## config.mk

```make
export PLATFORM = sky130hd
export DESIGN_NAME = la_out_bank
export DESIGN_NICKNAME = d
export VERILOG_FILES = /design/src/rtl/la_out_bank.sv
export SDC_FILE = /design/constraint.sdc
export NUM_CORES = 1
export LEC_CHECK = 0
export ABC_CLOCK_PERIOD_IN_PS = 9200
export BUFFER_PORTS_ARGS = -buffer_cell sky130_fd_sc_hd__buf_2
export CORE_UTILIZATION = 55
export CTS_CLUSTER_DIAMETER = 120
export DETAILED_ROUTE_END_ITERATION = 6
export HOLD_SLACK_MARGIN = 0.03
export PLACE_DENSITY = 0.83
export SKIP_CTS_REPAIR_TIMING = 1
export SYNTH_ARGS = -nofsm -noshare
export SYNTH_HDL_FRONTEND = slang
export SYNTH_SLANG_ARGS = --single-unit
```

## constraint.sdc

```tcl
create_clock -name sys_clk -period 9.2 [get_ports sys_clk]
set_input_delay 2.76 -clock sys_clk [delete_from_list [all_inputs] [get_ports sys_clk]]
set_output_delay 2.76 -clock sys_clk [all_outputs]
set_load 0.05 [all_outputs]
```

## src/rtl/la_out_bank.sv

```systemverilog
// Logic-analyzer output bank: shadowed output words with atomic commit,
// optional auto-commit, and timed pulse overlay on the output bus.
module la_out_bank #(
    parameter int unsigned LA_WIDTH  = 128,
    parameter int unsigned PULSE_LEN = 4,
    localparam int unsigned N        = LA_WIDTH / 32,
    localparam int unsigned AW       = $clog2(2 * N + 1)
) (
    input  logic                sys_clk,
    input  logic                sys_rst,
    input  logic                wr_valid,
    output logic                wr_ready,
    input  logic [AW-1:0]       wr_addr,
    input  logic [31:0]         wr_data,
    input  logic [3:0]          wr_strb,
    input  logic                rd_valid,
    input  logic [AW-1:0]       rd_addr,
    output logic [31:0]         rd_data,
    output logic                rd_ack,
    output logic [LA_WIDTH-1:0] la_output,
    output logic                busy
);

    localparam int unsigned IW = (N > 1) ? $clog2(N) : 1;

    logic [N-1:0][31:0] storage_q;
    logic [N-1:0][31:0] shadow_q;
    logic [N-1:0][31:0] mask_q;
    logic [7:0]         count_q;
    logic               auto_q;

    logic               wr_fire;
    logic               wr_is_sh;
    logic               wr_is_pl;
    logic               wr_is_ctrl;
    logic [IW-1:0]      wr_sh_idx;
    logic [IW-1:0]      wr_pl_idx;
    logic [IW-1:0]      rd_sh_idx;
    logic [IW-1:0]      rd_pl_idx;
    logic [31:0]        sh_merged;
    logic [31:0]        pl_merged;
    logic [31:0]        rd_word;

    // Byte-lane merge of new data over an existing word.
    function automatic logic [31:0] merge(input logic [31:0] old,
                                          input logic [31:0] data,
                                          input logic [3:0]  strb);
        logic [31:0] r;
        r = old;
        for (int k = 0; k < 4; k++) begin
            if (strb[k]) r[8*k +: 8] = data[8*k +: 8];
        end
        return r;
    endfunction

    assign busy      = (count_q != 8'd0);
    assign wr_ready  = !busy && !sys_rst;
    assign la_output = storage_q | (busy ? mask_q : '0);

    always_comb begin
        wr_fire    = wr_valid && wr_ready;
        wr_is_sh   = (wr_addr < AW'(N));
        wr_is_pl   = !wr_is_sh && (wr_addr < AW'(2 * N));
        wr_is_ctrl = (wr_addr == AW'(2 * N));
        wr_sh_idx  = IW'(wr_addr);
        wr_pl_idx  = IW'(wr_addr - AW'(N));
        rd_sh_idx  = IW'(rd_addr);
        rd_pl_idx  = IW'(rd_addr - AW'(N));
        sh_merged  = merge(shadow_q[wr_sh_idx], wr_data, wr_strb);
        pl_merged  = merge(mask_q[wr_pl_idx], wr_data, wr_strb);

        // Reads see register state before any same-cycle write.
        rd_word = 32'd0;
        if (rd_addr < AW'(N)) begin
            rd_word = shadow_q[rd_sh_idx];
        end else if (rd_addr < AW'(2 * N)) begin
            rd_word = busy ? mask_q[rd_pl_idx] : 32'd0;
        end else if (rd_addr == AW'(2 * N)) begin
            rd_word = {30'd0, auto_q, 1'b0};
        end
    end

    always_ff @(posedge sys_clk) begin
        if (sys_rst) begin
            storage_q <= '0;
            shadow_q  <= '0;
            mask_q    <= '0;
            count_q   <= 8'd0;
            auto_q    <= 1'b0;
            rd_data   <= 32'd0;
            rd_ack    <= 1'b0;
        end else begin
            rd_ack <= rd_valid;
            if (rd_valid) rd_data <= rd_word;

            // Pulse countdown; mask is dropped on the final active cycle.
            if (count_q != 8'd0) begin
                count_q <= count_q - 8'd1;
                if (count_q == 8'd1) mask_q <= '0;
            end

            if (wr_fire) begin
                if (wr_is_sh) begin
                    shadow_q[wr_sh_idx] <= sh_merged;
                    if (auto_q) storage_q[wr_sh_idx] <= sh_merged;
                end else if (wr_is_pl) begin
                    mask_q            <= '0;
                    mask_q[wr_pl_idx] <= pl_merged;
                    if (pl_merged != 32'd0) count_q <= 8'(PULSE_LEN);
                end else if (wr_is_ctrl && wr_strb[0]) begin
                    auto_q <= wr_data[1];
                    if (wr_data[0]) storage_q <= shadow_q;
                end
            end
        end
    end

endmodule
```

==> results.sh <==
export IMPL_clk_path_buf_depth=3
export IMPL_cp_end_kind="output pin"
export IMPL_finish_stage_setup_viols=0
export IMPL_netlist_instances=2336
export IMPL_tritoncts="built"
export IMPL_flow_area_growth_from_synthesis_pct=11.6
export IMPL_critical_path_top_delay_family="buffers and inverters"
export IMPL_cp_buffers_inverters=4
export IMPL_yosys_cell_types_count=52
export IMPL_placement_io_buffers=210
export IMPL_dieArea_sq_mm=0.0402
export IMPL_cap_viol_max_count=0
export IMPL_synth_yosys_warnings=0
export IMPL_diode_count=0
export IMPL_die_height_microns=200
export IMPL_grt_usage_pct=34.2
export IMPL_cp_max_fo=96
export IMPL_global_route_overflow_total=0
export IMPL_drc=0
export IMPL_grt_max_degree=212
export IMPL_core_region_area_sq_mm=0.0387
export IMPL_regToRegStartpoint="count_q[0]"
export IMPL_critPathLaunch="count_q[0]"
export IMPL_worst_slew_pin_transition_ns=1.30
export IMPL_routed_via_density=6.93
export IMPL_power_per_cell_area_mw_per_mm2=185
export IMPL_holdCritPathClass="reg -> reg"
export IMPL_final_cell_count_no_fill=2943
export IMPL_cts_root_buffer="sky130_fd_sc_hd__clkbuf_16"
export IMPL_leakage_nw=9.43
export IMPL_vdd_ir_drop_worst_mv=0.169
export IMPL_mappedNetlistArea_sq_mm=0.0217
export IMPL_average_size_of_a_mapped_cell_sq_um=9.28
export IMPL_slew_headroom_pct=13.6
export IMPL_final_min_clock_period_ns=6.47
export IMPL_data_arrival_time_at_the_worst_slack_endpoint_ns=3.71
export IMPL_final_min_period_over_clock_period_pct=70.3
export IMPL_synth_seq_cells=426
export IMPL_fin_nets=2440
export IMPL_floorplan_initialDensity_pct=55.9
export IMPL_wl_per_cell_microns=24.3
export IMPL_status="completed"
export IMPL_num_io_pins=211
export IMPL_critPathMaxStageDelay_ns=0.94
export IMPL_grt_first_pass_wirelength_mm=110
export IMPL_synthDominantAreaCellType="sky130_fd_sc_hd__dfxtp_1"
export IMPL_worst_setup_hold_path_clk_slew_ns=0.06
export IMPL_min_from="rd_data[30]"
export IMPL_clock_tree_htree_level_count=2
export IMPL_dp_cells=2861
export IMPL_die_width_microns=200
export IMPL_fp_row_count=72
export IMPL_grt_setup_unrepaired="no"
export IMPL_ys_top_cells_by_area="sky130_fd_sc_hd__dfxtp_1 39%, sky130_fd_sc_hd__a22oi_1 10%, sky130_fd_sc_hd__nor2_1 8.4%, sky130_fd_sc_hd__a211oi_1 7.1%, sky130_fd_sc_hd__mux4_2 6.7%"
export IMPL_numClockSinks=426
export IMPL_proportion_of_layout_cells_with_a_drive_suffix_above_1_pct=22.3
export IMPL_final_max_slew_viol_count=0
export IMPL_seq_area_frac_synth_pct=39.4
export IMPL_ant_nets=0
export IMPL_hpwl_mm=43.8
export IMPL_async_reset_ff_share_pct=0
export IMPL_maxClockFrequency_mhz=155
export IMPL_clock_insertion_delay_worst_skew_ns=0.56
export IMPL_numCtsBuffers=45
export IMPL_timing_final_hold_violations=0
export IMPL_yosys_area_top_type_share_pct=39.4
export IMPL_critical_path_startpoint_type="flop"
export IMPL_required_time_at_the_endpoint_of_the_critical_path_ns=6.44
export IMPL_cp_slowest_cell="sky130_fd_sc_hd__buf_4"
export IMPL_layout_cells_most_common="sky130_fd_sc_hd__nor2_1"
export IMPL_dr_first_iter_drc_count=2615
export IMPL_initial_antenna_violation_count=1
export IMPL_timing_setup_tns_ns=0
export IMPL_synth_edff_count=0
export IMPL_crit_type="reg -> out"
export IMPL_critical_path_cell_chain="inv_1 > ha_1 > and3_1 > inv_4 > buf_4 > a21o_1 > buf_2"
export IMPL_finalPower_mw=4.47
export IMPL_timing_clock_skew_ns=0.0105
export IMPL_dr_total_vias=20400
export IMPL_most_common_layout_cells="480 x sky130_fd_sc_hd__nor2_1, 426 x sky130_fd_sc_hd__dfxtp_1, 289 x sky130_fd_sc_hd__a22oi_1, 206 x sky130_fd_sc_hd__a211oi_1, 206 x sky130_fd_sc_hd__buf_2"
export IMPL_layout_core_utilization_pct=62.4
export IMPL_first_global_vias=19300
export IMPL_gp_congestion=0.914
export IMPL_wirelength_routed_mm=71.6
export IMPL_synth_flop_cell="sky130_fd_sc_hd__dfxtp_1"
export IMPL_dr_pass1_iters=6
export IMPL_syn_nets=2386
-- path summary, 6_finish.rpt --
path / to / cells after the start / slack [ns]
hold / removal: rd_data[30] / 2 / 0.48
setup / recovery: la_output[46] / 7 / 2.73
hold reg to reg: rd_data[30] / 2 / 0.48
setup reg to reg: storage_q[60] / 9 / 5.09
-- stage by stage --
| step | setup WS (ns) | area, sq um | hold WS [ns] |
|---|---|---|---|
| after floorplan | 2.48 | 21700 | 0.456 |
| final | 2.73 | 24200 | 0.479 |
| after global routing | 2.62 | 24200 | 0.500 |
| after CTS | 2.90 | 24200 | 0.483 |
| after detailed placement | 2.92 | 22700 | 0.475 |
| after global placement | 2.91 | 22700 | 0.470 |
-- state kept, by name, indices dropped and copies added, names as in the netlist --
| register | count |
|---|---|
| auto_q | 1 |
| count_q | 8 |
| mask_q | 128 |
| rd_ack | 1 |
| rd_data | 32 |
| shadow_q | 128 |
| storage_q | 128 |
-- where the power goes --
group	internal [mW]	switching (mW)	total, mW	leakage, nW
logic	0.145	0.549	0.694	5.25
registers	1.88	0.0293	1.91	3.44
clock network	1.10	0.767	1.87	0.746
-- worst register-to-register path: stages, from the launching register on --
cell                       delay [ns]
sky130_fd_sc_hd__dfxtp_1         0.33
sky130_fd_sc_hd__inv_1           0.12
sky130_fd_sc_hd__ha_1            0.29
sky130_fd_sc_hd__and3_1          0.45
sky130_fd_sc_hd__inv_4           0.27
sky130_fd_sc_hd__or4_1           0.79
sky130_fd_sc_hd__a21oi_4         0.67
sky130_fd_sc_hd__buf_4           0.72
sky130_fd_sc_hd__nor2_1          0.15
sky130_fd_sc_hd__a211oi_2        0.23
-- layout make-up --
cell class	instances	area, sq um
fillers	3155	14600
flip-flops and latches	426	8530
repair buffers	242	1340
well taps	518	648
inverters	6	25.0
multi-input cells	1669	12100
clock buffers	61	1300
clock inverters	21	219
-- cells in the mapped netlist, types with 2 or more instances --
master                     number
sky130_fd_sc_hd__a22oi_1      289
sky130_fd_sc_hd__a211oi_1     206
sky130_fd_sc_hd__xnor2_1        3
sky130_fd_sc_hd__dfxtp_1      426
sky130_fd_sc_hd__mux4_2        64
sky130_fd_sc_hd__nand4b_1       2
sky130_fd_sc_hd__nor3_1        14
sky130_fd_sc_hd__a32oi_1        4
sky130_fd_sc_hd__nor3b_1        3
sky130_fd_sc_hd__a21oi_4        3
sky130_fd_sc_hd__a41oi_1        2
sky130_fd_sc_hd__o221ai_1      12
sky130_fd_sc_hd__buf_2         35
sky130_fd_sc_hd__nor2b_1        4
sky130_fd_sc_hd__nor4_1         3
sky130_fd_sc_hd__a32o_1         2
sky130_fd_sc_hd__nand3_1        5
sky130_fd_sc_hd__o32a_1         2
sky130_fd_sc_hd__o21bai_1       5
sky130_fd_sc_hd__a21oi_1       49
sky130_fd_sc_hd__inv_1          5
sky130_fd_sc_hd__a211oi_2      84
sky130_fd_sc_hd__mux2i_1       81
sky130_fd_sc_hd__buf_1         13
sky130_fd_sc_hd__buf_6          6
sky130_fd_sc_hd__mux2_2        48
sky130_fd_sc_hd__a21o_1       128
sky130_fd_sc_hd__nor2_1       487
sky130_fd_sc_hd__nor3_2         2
sky130_fd_sc_hd__ha_1           2
sky130_fd_sc_hd__and3_1         2
sky130_fd_sc_hd__or3_1          6
sky130_fd_sc_hd__o21ai_0       56
sky130_fd_sc_hd__or2_2          5
sky130_fd_sc_hd__buf_4         21
sky130_fd_sc_hd__nand2b_1      10
sky130_fd_sc_hd__nand2_1       40
sky130_fd_sc_hd__o21a_1        32
sky130_fd_sc_hd__clkbuf_1     160
sky130_fd_sc_hd__nor2_2         3
-- per-layer routing --
metal / global-route usage [%] / routed length [microns] / up-vias
met1: 44.9 / 27300 / 9807
met3: 7.48 / 8430 / 260
met5: 0.119 / 13 / -
li1: - / - / 8896
met4: 16.9 / 3450 / 2
met2: 53.3 / 32400 / 1423
-- cell families after synthesis --
logic type | count (synthesis) | share of synthesized area (%)
flops | 426 | 39.4
simple gates | 593 | 11.1
xor+xnor | 4 | 0.162
fa+ha+maj | 2 | 0.115
compound gates | 877 | 31.4
buf+inv | 241 | 4.95
mux | 193 | 12.9
No activity file was read; power rests on OpenSTA's default activity.
